--- config.mk ---
export PLATFORM = sky130hd
export DESIGN_NAME = shift_sequencer
export DESIGN_NICKNAME = d
export VERILOG_FILES = /design/src/rtl/shift_sequencer.sv
export SDC_FILE = /design/constraint.sdc
export NUM_CORES = 1
export LEC_CHECK = 0
export CAP_MARGIN = 0
export CELL_PAD_IN_SITES_DETAIL_PLACEMENT = 0
export CELL_PAD_IN_SITES_GLOBAL_PLACEMENT = 1
export CORE_UTILIZATION = 33
export DETAILED_ROUTE_END_ITERATION = 16
export GPL_ROUTABILITY_DRIVEN = 1
export GPL_TIMING_DRIVEN = 0
export PLACE_DENSITY_LB_ADDON = 0.3
export SLEW_MARGIN = 0
export SYNTH_ARGS = -nofsm -noshare
export SYNTH_HDL_FRONTEND = slang
export SYNTH_SLANG_ARGS = --single-unit
--- constraint.sdc ---
create_clock -name clk -period 1.5 [get_ports clk]
set_input_delay 0.3 -clock clk [delete_from_list [all_inputs] [get_ports clk]]
set_output_delay 0.3 -clock clk [all_outputs]
set_load 0.02 [all_outputs]
--- src/rtl/shift_sequencer.sv ---
// Multi-cycle 8-bit shifter: one single-bit shift/rotate per clock, start/busy/done handshake.
// Optional rotate mode (ROT port) is built only when SHIFT_SEQ_ROTATE_EN is defined.
module shift_sequencer (
  input  logic       clk,
  input  logic       reset,
  input  logic       start,
  input  logic [7:0] A,
  input  logic [2:0] AMT,
  input  logic       LR,
  input  logic       LA,
`ifdef SHIFT_SEQ_ROTATE_EN
  input  logic       ROT,
`endif
  output logic       busy,
  output logic       done,
  output logic [7:0] Y,
  output logic       C,
  output logic       Z
);

  typedef enum logic [1:0] {
    IDLE  = 2'd0,
    SHIFT = 2'd1,
    DONE  = 2'd2
  } state_t;

  state_t     state_q, state_d;
  logic [7:0] y_q, y_d;
  logic       c_q, c_d;
  logic [2:0] cnt_q, cnt_d;
  logic       lr_q, lr_d;
  logic       la_q, la_d;
  logic       rot_q, rot_d;
  logic       rot_in;
  logic [7:0] step_y;
  logic       step_c;

`ifdef SHIFT_SEQ_ROTATE_EN
  assign rot_in = ROT;
`else
  assign rot_in = 1'b0;
`endif

  // Single-bit stage; the bit shifted out always becomes the carry.
  always_comb begin
    step_y = y_q;
    step_c = c_q;
    if (!lr_q) begin
      step_y = {y_q[6:0], (rot_q ? y_q[7] : 1'b0)};
      step_c = y_q[7];
    end else begin
      if (rot_q) begin
        step_y = {y_q[0], y_q[7:1]};
      end else begin
        step_y = {(la_q ? y_q[7] : 1'b0), y_q[7:1]};
      end
      step_c = y_q[0];
    end
  end

  always_comb begin
    state_d = state_q;
    y_d     = y_q;
    c_d     = c_q;
    cnt_d   = cnt_q;
    lr_d    = lr_q;
    la_d    = la_q;
    rot_d   = rot_q;
    case (state_q)
      IDLE, DONE: begin
        if (start) begin
          y_d     = A;
          c_d     = 1'b0;
          cnt_d   = AMT;
          lr_d    = LR;
          la_d    = LA;
          rot_d   = rot_in;
          state_d = (AMT == 3'd0) ? DONE : SHIFT;
        end else begin
          state_d = IDLE;
        end
      end
      SHIFT: begin
        y_d   = step_y;
        c_d   = step_c;
        cnt_d = cnt_q - 3'd1;
        if (cnt_q == 3'd1) begin
          state_d = DONE;
        end
      end
      default: state_d = IDLE;
    endcase
  end

  always_ff @(posedge clk) begin
    if (reset) begin
      state_q <= IDLE;
      y_q     <= 8'h00;
      c_q     <= 1'b0;
      cnt_q   <= 3'd0;
      lr_q    <= 1'b0;
      la_q    <= 1'b0;
      rot_q   <= 1'b0;
    end else begin
      state_q <= state_d;
      y_q     <= y_d;
      c_q     <= c_d;
      cnt_q   <= cnt_d;
      lr_q    <= lr_d;
      la_q    <= la_d;
      rot_q   <= rot_d;
    end
  end

  assign busy = (state_q == SHIFT);
  assign done = (state_q == DONE);
  assign Y    = y_q;
  assign C    = c_q;
  assign Z    = (y_q == 8'h00);

endmodule

======== Yosys cells after proc, flatten, opt, wreduce, memory -nomap -nowiden ========
Cells that the tools add are included.
word-level totals
  register bits ........................... 16
  input port bits ......................... 16
  output and inout bits ................... 12
  word-level logic and storage cells ...... 35
cells by class
  add/sub/neg operators ................... 1
  equal/unequal tests ..................... 6
  muxes and demuxes ....................... 13
  reduce and logical (&&, ||, !) cells .... 8
operators with widths
  operator                                                                  count
  8-bit two-way mux                                                         2
  8-bit one-hot mux with 2 select lines                                     1
  8-bit zero test                                                           1
  2-bit two-way mux                                                         3
  3-bit one-hot mux with 2 select lines                                     1
  2-bit one-hot mux with 2 select lines                                     1
  2-bit AND reduction                                                       2
  3-bit by 1-bit equality test with 1-bit output (second input constant)    1
  3-bit zero test                                                           1
  1-bit two-way mux                                                         3
  3-bit two-way mux                                                         1
  3-bit inequality test (second input constant)                             1
  3-bit AND reduction                                                       1
  3-bit by 1-bit subtractor with 3-bit output (second input constant)       1
  2-bit by 1-bit equality test with 1-bit output (second input constant)    1
  2-bit equality test (second input constant)                               1
  2-bit zero test                                                           1
  2-bit by 1-bit inequality test with 1-bit output (second input constant)  1
  2-bit inequality test (second input constant)                             1
  1-bit one-hot mux with 2 select lines                                     1
  2-bit nonzero test                                                        1
  2-bit OR reduction                                                        1

======== Logic depth before layout (Yosys ltp) ========
Gate-level depths: netlist (run 1).
  word-level depth ........................ 4
  depth in mapped cells ................... 5
  depth with buffers taken out ............ 4

======== Worst setup path after synthesis (run 1) ========
Ideal clock, no wire load.
  path type ............................... register -> output
  start point ............................. reg y_q[7] (netlist: Y[7])
  end point ............................... out Z
  arrival time ............................ 1.218 ns
  required time ........................... 1.200 ns
  slack ................................... -0.018 ns
  stages on the path, launching flop included .. 3
  buffers on the path ..................... 0
  cells stage by stage .................... dfxtp_1 -> or4_1 -> nor2_1
on the way
  cells in the longest elaborated chain, start to end .. 1
ends and longest elaborated chain
  what                    RTL line  RTL
  start, declared         28        logic [7:0] y_q, y_d;
  start signal, assigned  106       y_q <= y_d;
  8-bit zero test         119       assign Z = (y_q == 8'h00);
  end, declared           18        output logic Z
Every way passes these cells.

======== Worst setup path in the final report (run 1) ========
Same ends and word-level chain as after synthesis.

==> metrics, run 1 <==
first-pass GRT wire length=3680 um; Slew headroom=0.694; P&R area growth vs syn=45.9%; Initial Util=0.352; Mapped Area=880 um2; clk sinks=16; Sequential Power Share=0.409; vias per cell=5.20; Final period util=1.14; # hold bufs at CTS=0; post-detail-place hpwl=1600 um; Distinct cells, synth=29; synthesized instance count=100; Setup Skew=0.00887 ns; Worst-Skew Late Latency=0.30 ns; layout cells sized above 1=0.257; Worst path max stage delay=0.54 ns; post-route antenna net violation count=0; clk buf depth=2; Period minus WS final=1.72 ns; GRT Util Overall=0.185; Die Y=53.6 um; nets=155; Comb pwr share=0.352; fin. max-slew vios=0; outcome=finished with violations; H-tree depth=1; final worst slack=-0.215 ns; dpl cell area=1190 um2; drt drc=0; remaining global-route overflow=0; Final Cell Area=1280 um2; total core area=2500 um2; Clk pwr share=0.239; Port Buffers=27; CP required=1.20 ns; RSZ-0062 raised after global routing=true; Worst VDD drop=0.693 mV; TritonCTS clock tree=done; Detailed Route WL=2440 um; critical path class=reg2out; CP Max Fanout=2; failing checks=setup timing; proportion of netlist area held by the largest area contributor=0.364; CP max stage cell=or4_4; CP Buf/Inv Count=1; initial DRC count=7; FP Rows=18; Fmax achieved=583 MHz; P per Cell Area=978 nW/um2; leakage power total=0.529 nW; top cell family by delay on the critical path=simple AND/OR/NAND/NOR gates; worst slew pin tran=0.459 ns; pre-CTS WS=-0.403 ns; vias in the first global route=815; worst min path class=reg2reg; global placer's final weighted congestion=0.706; commonest non-fill, non-tap cell in the layout=nand2_1; Worst Path Arrival=1.42 ns; ant diodes=0; Yosys Warn Count=0; sequential cell area fraction in the yosys report=0.364; type of origin of the critical path=flip-flop; antenna violations before repair=0; crit-path cells=or4_4 -> nor2_4 -> buf_6; IO Pins=28; final setup fails=1; Syn Nets=118; top cell type by total area after synthesis=dfxtp_1; final hold vios=0; Setup crit end kind=output port; die width=53.6 um; syn_area_per_cell=8.80 um2; max-cap viol count=0; CTS root buf=clkbuf_4; Die Area=2880 um2; pin count of the biggest net entering global routing=11; Psw=0.411 mW; clock transition at the registers of the reported paths=0.09 ns; switching share of power=0.327; register bit total from synthesis=16; Detailed Routing Iterations Pass 1=4; WL/cell=14.7 um; Area contributors post-synth=dfxtp_1 36%, a211oi_1 8.5%, nand2_1 7.3%; most frequent cells in the layout=17 x nand2_1, 15 x clkdlybuf4s50_1, 10 x dfxtp_1, 10 x a211oi_1, 10 x dlygate4sd2_1; Via Count=863; Internal=0.845 mW; CTS Buf Count=3
[flip-flops by register name (all words and copies together) (netlist names)]
signal,count
state_q,2
C,1
la_q,1
cnt_q,3
lr_q,1
Y,8
[power by group through the flow]
stage          Combinational, mW  Sequential, mW  Clock (mW)
2_1_floorplan              0.215           0.547           0
3_3_place_gp               0.397           0.526           0
3_5_place_dp               0.402           0.527           0
4_1_cts                    0.418           0.513       0.313
5_1_grt                    0.480           0.519       0.325
6_report                   0.442           0.513       0.300
[metal layers]
metal	vias up	routed length [um]	track usage
li1	444	-	-
met1	394	1060	0.208
met2	21	1240	0.331
met3	4	107	0.0593
met4	0	25	0.0526
met5	-	0	0
[cell usage after synthesis]
| cell type | count |
|---|---|
| nand2_1 | 17 |
| dfxtp_1 | 16 |
| a211oi_1 | 10 |
| a21oi_1 | 7 |
| a311oi_1 | 6 |
| and2b_2 | 6 |
| buf_6 | 4 |
| nor2_1 | 4 |
| inv_1 | 3 |
| a21o_1 | 2 |
| a32oi_1 | 2 |
| ha_1 | 2 |
| nand2b_1 | 2 |
| nor2b_1 | 2 |
| nor3_1 | 2 |
| or4_1 | 2 |
| a2111oi_2 | 1 |
| a211o_1 | 1 |
| a2bb2oi_1 | 1 |
| and4bb_2 | 1 |
| buf_2 | 1 |
| buf_4 | 1 |
| clkbuf_1 | 1 |
| inv_4 | 1 |
| mux2i_1 | 1 |
| nand3_1 | 1 |
| nor4_1 | 1 |
| o21ai_0 | 1 |
| o31ai_1 | 1 |
[through the flow]
step / hold WS (ns) / total power [mW] / setup TNS [ns] / util / instances
floorplan: 0.369 / 0.761 / 0 / - / 100
global placement: 0.448 / 0.923 / -1.49 / 0.476 / 157
detailed placement: 0.448 / 0.929 / -1.79 / 0.476 / 157
CTS: 0.463 / 1.24 / -0.224 / 0.503 / 165
global route: 0.498 / 1.32 / -0.251 / 0.514 / 166
finish: 0.459 / 1.26 / -0.215 / 0.514 / 166
[worst reg2reg max path, delay by kind of cell, from the launching register on]
kind,cells,cell delay (ns)
mux,1,0.09
buf+inv,1,0.19
compound gates,1,0.37
flops,1,0.48
[cell families (layout without fill, tap and decap cells)]
logic type / Yosys count / count (layout) / share of synthesized area
AND/OR/NAND/NOR: 38 / 38 / 0.233
AO/OA/AOI/OAI: 32 / 32 / 0.273
flip-flops: 16 / 16 / 0.364
buffers and inverters: 11 / 47 / 0.0896
adder cells (fa/ha/maj): 2 / 2 / 0.0284
multiplexers: 1 / 1 / 0.0114
[what timing repair did]
item / in CTS / in global routing
hold endpoints to repair: 0 / 0
pin swaps: 1 / 1
endpoints found under the setup margin: 12 / 2
setup buffers: 4 / 1
gates resized for setup: 29 / 6
[final cells by class]
type                    count  area (um2)
multi-input cells          73         495
plain buffers               7        61.3
inverters                   4        22.5
fillers                   261        1220
clock buffers               4        36.3
flip-flops and latches     16         333
repair buffers             32         298
well taps                  30        37.5
[worst paths after layout]
check	from	endpoint	slack, ns	depth (start not counted)
max reg2reg	lr_q	C	0.27	3
min reg2reg	la_q	la_q	0.46	2
min	la_q	la_q	0.46	2
max	Y[7]	Z	-0.22	3
No activity file was read; power rests on OpenSTA's default activity.
==> inputs of run 2 (changes only) <==
--- a/config.mk
+++ b/config.mk
@@ -11,7 +11,6 @@
 export CORE_UTILIZATION = 33
 export DETAILED_ROUTE_END_ITERATION = 16
 export GPL_ROUTABILITY_DRIVEN = 1
-export GPL_TIMING_DRIVEN = 0
 export PLACE_DENSITY_LB_ADDON = 0.3
 export SLEW_MARGIN = 0
 export SYNTH_ARGS = -nofsm -noshare
==> run 2 against run 1 <==
- the run still ends with setup timing left
- sequential cell count stayed put
- clock power is 6% lower
- via count is 3.1% higher
- die area stayed put
- worst setup slack better by 0.029 ns
- clock skew is 0.0023 ns lower
- first-iteration DRC count is 110% higher
- routed wire length is 7.6% lower
- combinational power is 6.8% higher
- sequential share of layout area is 1.5 points lower
- hold slack hardly changed
==> metrics, run 2 (synthesis gave the netlist of run 1 again) <==
Setup crit end kind=output port; pre-CTS WS=-0.337 ns; pin count of the biggest net entering global routing=19; drt drc=0; H-tree depth=1; RSZ-0062 raised after global routing=true; worst slew pin tran=0.281 ns; Detailed Route WL=2260 um; Worst-Skew Late Latency=0.28 ns; FP Rows=18; TritonCTS clock tree=done; Final period util=1.12; Pwr Total=1.25 mW; Detailed Routing Iterations Pass 1=4; layout cells sized above 1=0.275; die width=53.6 um; dpl cells=168; post-layout util=0.528; clk buf depth=2; nets=161; clock transition at the registers of the reported paths=0.10 ns; vias per cell=5.17; # hold bufs at CTS=0; max-cap viol count=0; Via Count=890; Worst Path Arrival=1.39 ns; post-route antenna net violation count=0; max reg flops=8; Slew headroom=0.812; total core area=2500 um2; Fmax achieved=593 MHz; setup TNS=-0.186 ns; final worst slack=-0.186 ns; leakage power total=0.560 nW; dpl cell area=1280 um2; most frequent cells in the layout=17 x nand2_1, 17 x buf_4, 15 x clkdlybuf4s50_1; remaining global-route overflow=0; CTS Buf Count=3; final setup fails=1; # fillers=252; vias in the first global route=791; Setup Skew=0.00654 ns; fin cells=172; WL/cell=13.1 um; first-pass GRT wire length=3530 um; GRT Util Overall=0.172; antenna violations before repair=0; Seq. cell area=323 um2; ant diodes=0; initial DRC count=15; Period minus WS final=1.69 ns; outcome=finished with violations; Final Cell Area=1320 um2; type of origin of the critical path=flip-flop; Port Buffers=27; CP Max Fanout=2; Worst VDD drop=0.634 mV; Initial Util=0.352; fin. max-slew vios=0; worst min path class=reg2reg; critical path class=reg2out; Hold Slack=0.459 ns; failing checks=setup timing; CP required=1.20 ns; Multi-input gate area=498 um2; final hold vios=0; clk sinks=16; CTS root buf=clkbuf_4; P per Cell Area=948 nW/um2; Die Area=2880 um2; Die Y=53.6 um; P&R area growth vs syn=50.1%; post-detail-place hpwl=1610 um; IO Pins=28; global placer's final weighted congestion=0.671
## run 2: cell types whose count changed in the layout (fill, tap and decap cells not counted), sizes merged
| cell | change |
|---|---|
| clkbuf | -1 |
| clkdlybuf4s15 | +1 |
| buf | +6 |
## run 2: timing repair
item	CTS	global route
pin swaps	0	1
buffers inserted	0	0
resized for setup	19	6
setup endpoints to repair	12	2
## run 2: where the power goes
group / switching (mW) / total (mW) / internal (mW)
Clock: 0.134 / 0.282 / 0.148
Sequential: 0.0257 / 0.497 / 0.471
Combinational: 0.230 / 0.472 / 0.242
## run 2: cell type report
type                            instances  share of cell area
Clock buffer                            4              0.0275
Inverter                                4              0.0133
Multi-Input combinational cell         73               0.377
Sequential cell                        16               0.245
Tap cell                               30              0.0284
Timing Repair Buffer                   45               0.309
## run 2: final timing paths
kind	startpoint	end	slack, ns	cells after the start
worst max-delay path	Y[2]	Z	-0.19	3
worst min-delay path	la_q	la_q	0.46	2
worst max register to register	state_q[1]	Y[1]	0.26	4
worst min register to register	la_q	la_q	0.46	2
## run 2: critical path, stage by stage (launching register included)
cell and delay, ns:
dfxtp_1 0.33, or4_4 0.54, nor2_4 0.12, buf_6 0.12
## run 2: metal layers
layer  global-route usage  part of all wire  vias to the layer above
met1                0.198              0.44                      415
li1                     -                 -                      454
met5                    0                 0                        -
met3               0.0508             0.034                        2
met4               0.0526            0.0067                        0
met2                0.304              0.52                       19
==> inputs of run 3 (changes only) <==
--- a/config.mk
+++ b/config.mk
@@ -5,10 +5,13 @@
 export SDC_FILE = /design/constraint.sdc
 export NUM_CORES = 1
 export LEC_CHECK = 0
+export ABC_CLOCK_PERIOD_IN_PS = 1500
 export CAP_MARGIN = 0
 export CELL_PAD_IN_SITES_DETAIL_PLACEMENT = 0
 export CELL_PAD_IN_SITES_GLOBAL_PLACEMENT = 1
+export CORE_MARGIN = 4
 export CORE_UTILIZATION = 33
+export CTS_CLUSTER_SIZE = 40
 export DETAILED_ROUTE_END_ITERATION = 16
 export GPL_ROUTABILITY_DRIVEN = 1
 export PLACE_DENSITY_LB_ADDON = 0.3
==> run 3 against run 2 <==
- the flow still finishes with violations (setup timing)
- count of clock-buffer cells in the layout unchanged
- design area fell by 0.47%
- first-iteration DRC count increased by 110%
- die area grew 24%
- critical endpoint unchanged
- largest cell class unchanged
- largest power group unchanged
==> metrics, run 3 (synthesis gave the netlist of run 1 again) <==
P per Cell Area=948 nW/um2; critical path class=reg2out; dpl cells=169; # hold bufs at CTS=0; outcome=finished with violations; Hold Slack=0.464 ns; Setup crit end kind=output port; most frequent cells in the layout=19 x buf_4, 17 x nand2_1, 16 x dfxtp_1; leakage power total=0.560 nW; clock transition at the registers of the reported paths=0.10 ns; final hold vios=0; CTS root buf=clkbuf_4; RSZ-0062 raised after global routing=true; clk sinks=16; CP required=1.20 ns; max reg flops=8; dpl cell area=1280 um2; Worst Path Arrival=1.38 ns; die width=59.6 um; Final period util=1.12; Worst VDD drop=0.567 mV; Port Buffers=27; worst min path class=reg2reg; commonest non-fill, non-tap cell in the layout=buf_4; Worst path max stage delay=0.54 ns; type of origin of the critical path=flip-flop; WL/cell=14.1 um; Fmax achieved=595 MHz; clk buf depth=2; Via Count=906; Period minus WS final=1.68 ns; Die Y=59.6 um; Die Area=3560 um2; failing checks=setup timing; FP Rows=18; global placer's final weighted congestion=0.781; final worst slack=-0.182 ns; P&R area growth vs syn=49.4%; post-detail-place hpwl=1800 um; crit-path cells=or4_4 -> nor2_2 -> buf_4; worst slew pin tran=0.257 ns; Worst-Skew Late Latency=0.29 ns; GRT Util Overall=0.148; TritonCTS clock tree=done; nets=162; Initial Util=0.352; CP max stage cell=or4_4; remaining global-route overflow=0; fin. max-slew vios=0; IO Pins=28; post-route antenna net violation count=0; Final Cell Area=1310 um2; pin count of the biggest net entering global routing=19; vias per cell=5.24; Detailed Route WL=2450 um; ant diodes=0; vias in the first global route=860; layout cells sized above 1=0.266; fin cells=173; initial DRC count=31; first-pass GRT wire length=3920 um; H-tree depth=1; flop-to-flop setup slack=0.18 ns; total core area=2500 um2; CTS Buf Count=3; Detailed Routing Iterations Pass 1=4; max-cap viol count=0; antenna violations before repair=0; Setup Skew=0.00862 ns; drt drc=0; CP Max Fanout=2; final setup fails=1; Slew headroom=0.827
-- run 3: repair_timing --
action                     CTS  global route
resized for setup           19             3
buffers inserted             0             0
setup endpoints to repair   12             3
-- run 3: final timing paths --
kind              start  endpoint  cells after the start
max reg2reg  state_q[0]      Y[1]                      5
min                la_q      la_q                      2
min reg2reg        la_q      la_q                      2
max                Y[2]         Z                      3
-- run 3: layer usage --
layer  vias up  global-route usage  routed length, um
li1        456                   -                  -
met5         -                   0                  0
met2        17               0.259               1280
met1       429               0.172               1010
met4         0              0.0570                 37
met3         4              0.0349                120
-- run 3: final cells by class --
class / count / area (um2)
Clock buffer: 4 / 36.3
Fill cell: 246 / 1190
Inverter: 4 / 17.5
Multi-Input combinational cell: 73 / 494
Sequential cell: 16 / 320
Tap cell: 30 / 37.5
Timing Repair Buffer: 46 / 408
-- run 3: stage by stage --
stage | total power, mW | setup slack (ns) | utilization | setup TNS [ns]
finish | 1.25 | -0.182 | 0.526 | -0.182
floorplan | 0.761 | 0.0391 | - | 0
global placement | 0.973 | -0.337 | 0.514 | -0.912
detailed placement | 0.981 | -0.335 | 0.514 | -0.920
CTS | 1.25 | -0.194 | 0.524 | -0.194
global route | 1.33 | -0.229 | 0.526 | -0.229
-- run 3: where the power goes --
part	internal [mW]	switching, mW	total, mW
logic	0.235	0.226	0.461
registers	0.470	0.0256	0.495
clock network	0.148	0.142	0.289
total	0.852	0.394	1.25
-- run 3: worst max-delay path: cells and delay by family, from the launching register on --
kind / cells / cell delay [ns]
simple gates: 2 / 0.63
buf+inv: 1 / 0.14
flops: 1 / 0.33
